`config.mk`:
```
export PLATFORM = sky130hd
export DESIGN_NAME = sync_filter
export DESIGN_NICKNAME = d
export VERILOG_FILES = /design/src/rtl/sync_filter_glitch_filter.sv /design/src/rtl/sync_filter.sv
export SDC_FILE = /design/constraint.sdc
export NUM_CORES = 1
export LEC_CHECK = 0
export CORE_AREA = 10 10 47 49
export CTS_CLUSTER_SIZE = 16
export DETAILED_ROUTE_END_ITERATION = 8
export DIE_AREA = 0 0 57 59
export SLEW_MARGIN = 20
export SYNTH_ARGS = -nofsm -noshare
export SYNTH_HDL_FRONTEND = slang
export SYNTH_HIERARCHICAL = 1
export SYNTH_SLANG_ARGS = --single-unit
```
`constraint.sdc`:
```
create_clock -name clk -period 1.2 [get_ports clk]
set_clock_uncertainty 0.15 [all_clocks]
set_input_delay 0.24 -clock clk [delete_from_list [all_inputs] [get_ports clk]]
set_output_delay 0.24 -clock clk [all_outputs]
set_load 0.01 [all_outputs]
```
`src/rtl/sync_filter_glitch_filter.sv`:
```
// glitch_filter: single-channel stability filter with registered edge pulses
//   clk, rst_n : clock, asynchronous active-low reset
//   din        : synchronised raw level
//   data_out   : filtered level (RESET_VALUE under reset)
//   rise, fall : one-cycle pulses in the first cycle data_out shows its new level
module glitch_filter #(
   parameter int   FILTER_CYCLES = 4,
   parameter logic RESET_VALUE   = 1'b0
) (
   input  logic clk,
   input  logic rst_n,
   input  logic din,
   output logic data_out,
   output logic rise,
   output logic fall
);
   localparam int CW = FILTER_CYCLES > 1 ? $clog2(FILTER_CYCLES) : 1;
   logic [CW-1:0] cnt;
   logic          accept;
   assign accept = (din != data_out) && (cnt == CW'(FILTER_CYCLES - 1));
   always_ff @(posedge clk or negedge rst_n) begin
      if (!rst_n) begin
         cnt      <= '0;
         data_out <= RESET_VALUE;
         rise     <= 1'b0;
         fall     <= 1'b0;
      end else begin
         // any agreeing cycle restarts the count, so only consecutive disagreement is accepted
         cnt  <= (din == data_out || accept) ? '0 : cnt + 1'b1;
         rise <= accept & din;
         fall <= accept & ~din;
         if (accept) data_out <= din;
      end
   end
endmodule

```
`src/rtl/sync_filter.sv`:
```
// sync_filter: multi-channel input conditioner (synchroniser + glitch filter + edge pulses)
//   clk, rst_n : clock, asynchronous active-low reset
//   data_in    : asynchronous raw inputs [WIDTH]
//   sync_raw   : last synchroniser stage [WIDTH]
//   data_out   : filtered levels [WIDTH]
//   rise, fall : one-cycle edge pulses of data_out [WIDTH]
module sync_filter #(
   parameter int               WIDTH         = 1,
   parameter int               STAGES        = 2,
   parameter int               FILTER_CYCLES = 4,
   parameter logic [WIDTH-1:0] RESET_VALUE   = '0
) (
   input  logic             clk,
   input  logic             rst_n,
   input  logic [WIDTH-1:0] data_in,
   output logic [WIDTH-1:0] sync_raw,
   output logic [WIDTH-1:0] data_out,
   output logic [WIDTH-1:0] rise,
   output logic [WIDTH-1:0] fall
);
   (* ASYNC_REG = "TRUE" *) logic [STAGES-1:0][WIDTH-1:0] s;
   always_ff @(posedge clk or negedge rst_n) begin
      if (!rst_n) s <= {STAGES{RESET_VALUE}};
      else        s <= {s[STAGES-2:0], data_in};
   end
   assign sync_raw = s[STAGES-1];
   for (genvar i = 0; i < WIDTH; i++) begin : g_ch
      glitch_filter #(
         .FILTER_CYCLES(FILTER_CYCLES),
         .RESET_VALUE  (RESET_VALUE[i])
      ) u_gf (
         .clk     (clk),
         .rst_n   (rst_n),
         .din     (sync_raw[i]),
         .data_out(data_out[i]),
         .rise    (rise[i]),
         .fall    (fall[i])
      );
   end
endmodule

```
==> results by group <==
Global route
  – Initial antenna violation count: 0
  – Pin count of the biggest net entering global routing: 8
  – Vias in the first global route: 175
  – Tot GR Track Use: under 10%
  – Total gr overflow: 0
  – Global-route wire length before repair: 703 um

Pwr
  – Leakage: 0.168 nW
  – Worst VDD drop: 486 uV
  – P per Cell Area: 2020 nW/um^2

Worst setup path
  – Arr. time, crit path: 0.76 ns
  – CP endpoint kind: primary output
  – Crit path kind: flip-flop to primary output
  – R2R Setup Slk: 0.12 ns
  – WP buf/inv: 1
  – Crit path cell chain: buf_2
  – Crit-path slowest cell: dfrtp_1
  – Reg-to-reg startpoint: sync_raw
  – Worst setup path endpoint: sync_raw
  – Reg-to-Reg End: g_ch[0].u_gf/cnt[0]
  – Critical Path Start Type: flip-flop
  – CP required: 0.81 ns
  – Top delay family on crit path: flip-flops
  – Worst-path fanout max: 2
  – Critical Path Max Stage Delay: between 0.3 and 0.4 ns
  – Worst reg2reg path depth: 3
  – WP depth: 1
  – Critical Path Source: sync_raw

Timing
  – Final hold vios: 0
  – Slew of the pin with the lowest slew margin: around 0.31 ns
  – Endpoints failing setup: 0
  – Post-route setup TNS: 0 ns
  – Final Slew Violations: 0
  – Tmin final: roughly 1.1 ns
  – Relative slew slack: 79.2%
  – Period utilization: 95.6%
  – Max Fclk: 871 MHz
  – RSZ-0062 raised after global routing: no

Clock tree
  – Post-CTS Hold Buffers: 0
  – Clock Sinks: 7
  – Total CTS buffers: 3
  – Clk buf depth: 2
  – CTS tree: yes
  – Worst-path clk slew: roughly 0.05 ns
  – CTS Root Buffer Type: clkbuf_4
  – Worst-skew pair later-pin latency: 0.25 ns
  – Htree depth: 1

Final layout
  – Cell Count, Final, Fillers Out: 44
  – Most frequent cells in the layout: dfrtp_1 (7), buf_2 (4), clkbuf_4 (3)
  – Fin nets: 33
  – Synthesis-to-finish area growth: 42.6%
  – Layout cells sized above 1: between 30% and 40%
  – Fin util: approximately a quarter
  – Diode count: 0
  – Leading cell type in the layout, fill and taps excluded: dfrtp_1

Routing
  – Routed len/inst: 9.80 um
  – Via count: 167
  – 1st-iter DRT viols: 1
  – DRT Pass-1 Iters: 2
  – DRC viols: 0
  – Drt total wl: 431 um
  – Antenna viol nets, final: 0
  – DR vias/cell: about 3.8

Yosys
  – YS warnings: 6
  – Sequential element share of the synthesized area: roughly three quarters
  – Yosys cell types: 10
  – Post-Syn Area per Cell: 14.9 sq um
  – Post-Syn Area: 238 sq um
  – Synthesized flop and latch total: 7
  – Synthesized Nets: 20
  – Post-Synthesis Cells: 16

Placement
  – Final RePlAce weighted congestion: 0.674
  – Hpwl dp: 372 um
  – Dpl cells: 40
  – IO Port Bufs: 6

Floorplan
  – Core area: 1400 sq um
  – Chip width: 57 um
  – Die height: 59 um
  – DIE AREA: between 3000 and 4000 sq um
  – Row count: 14
  – Initial Util: 17.0%
  – I/O pin count: 7

Run
  – Maxcap violations: 0

Status
  – Outcome: finished, final reports clean

Min path
  – Worst hold-check path type: primary input to asynchronous set/reset pin
==> metal layers <==
layer / share of wire, % / GRT usage, % / vias up
met4: 3.2 / 4.03 / 0
met1: 44 / 2.77 / 79
met5: 0 / 0 / -
met3: 9.0 / 2.15 / 2
met2: 44 / 3.88 / 9
li1: - / - / 77
==> state kept, by name, indices dropped and copies added, names as in the netlist <==
| signal | flops |
|---|---|
| g_ch.u_gf/cnt | 2 |
| g_ch.u_gf/data_out | 1 |
| g_ch.u_gf/fall | 1 |
| g_ch.u_gf/rise | 1 |
| s | 1 |
| sync_raw | 1 |
==> cell type report <==
cell class,count,area [sq um]
Inverter,1,3.75
Timing Repair Buffer,8,55.1
Tap cell,16,20.0
Clock buffer,4,26.3
Multi-Input combinational cell,8,58.8
Fill cell,161,1060
Sequential cell,7,175
==> what timing repair did <==
action,in CTS,in global routing
setup endpoints to repair,4,0
buffers inserted,0,0
gates resized for setup,16,0
==> through the flow <==
stage | cell area [sq um] | hold slack, ns | power [W] | setup WS, ns
detailed placement | 333 | 0.186 | 0.000506 | -0.0618
global placement | 333 | 0.182 | 0.000498 | -0.0560
finish | 339 | 0.0987 | 0.000685 | 0.0523
CTS | 339 | 0.102 | 0.000701 | 0.0398
floorplan | 238 | -0.206 | 0.000409 | 0.159
global route | 339 | 0.109 | 0.000738 | 0.0104
==> Yosys cell counts <==
cell,n,area share [%]
dfrtp_1,7,74
ha_1,1,5.3
inv_1,1,1.6
nand2_1,1,1.6
nor2_1,1,1.6
nor3_1,1,2.1
nor3b_1,1,3.2
nor3b_2,1,5.3
o21ai_0,1,2.1
xnor2_1,1,3.7
==> worst reg2reg max path, cell delays in order (launching register included) <==
cell and delay, ns:
dfrtp_1 0.37, buf_4 0.14, xnor2_1 0.22, nor3_1 0.07
==> power breakdown <==
part           switching, W  internal (W)
Sequential        0.0000191      0.000286
Clock             0.0000822      0.000127
Combinational     0.0000824     0.0000893
Total              0.000184      0.000501
==> kinds of logic after synthesis <==
| family | synth area share, % |
|---|---|
| fa+ha+maj | 5.26 |
| xor+xnor | 3.68 |
| simple gates | 13.7 |
| buf+inv | 1.58 |
| flops | 73.7 |
| compound gates | 2.10 |
==> worst min path at each step <==
stage	from	end	slack, ns	cells past startpoint
floorplan	rst_n	g_ch[0].u_gf/cnt[0]	-0.21	0
finish	rst_n	g_ch[0].u_gf/data_out	0.1	1
detailed placement	s[0]	sync_raw	0.19	0
CTS	rst_n	g_ch[0].u_gf/data_out	0.10	1
global route	rst_n	g_ch[0].u_gf/data_out	0.11	1
global placement	s[0]	sync_raw	0.18	0
(Power assumes the default switching activity.)
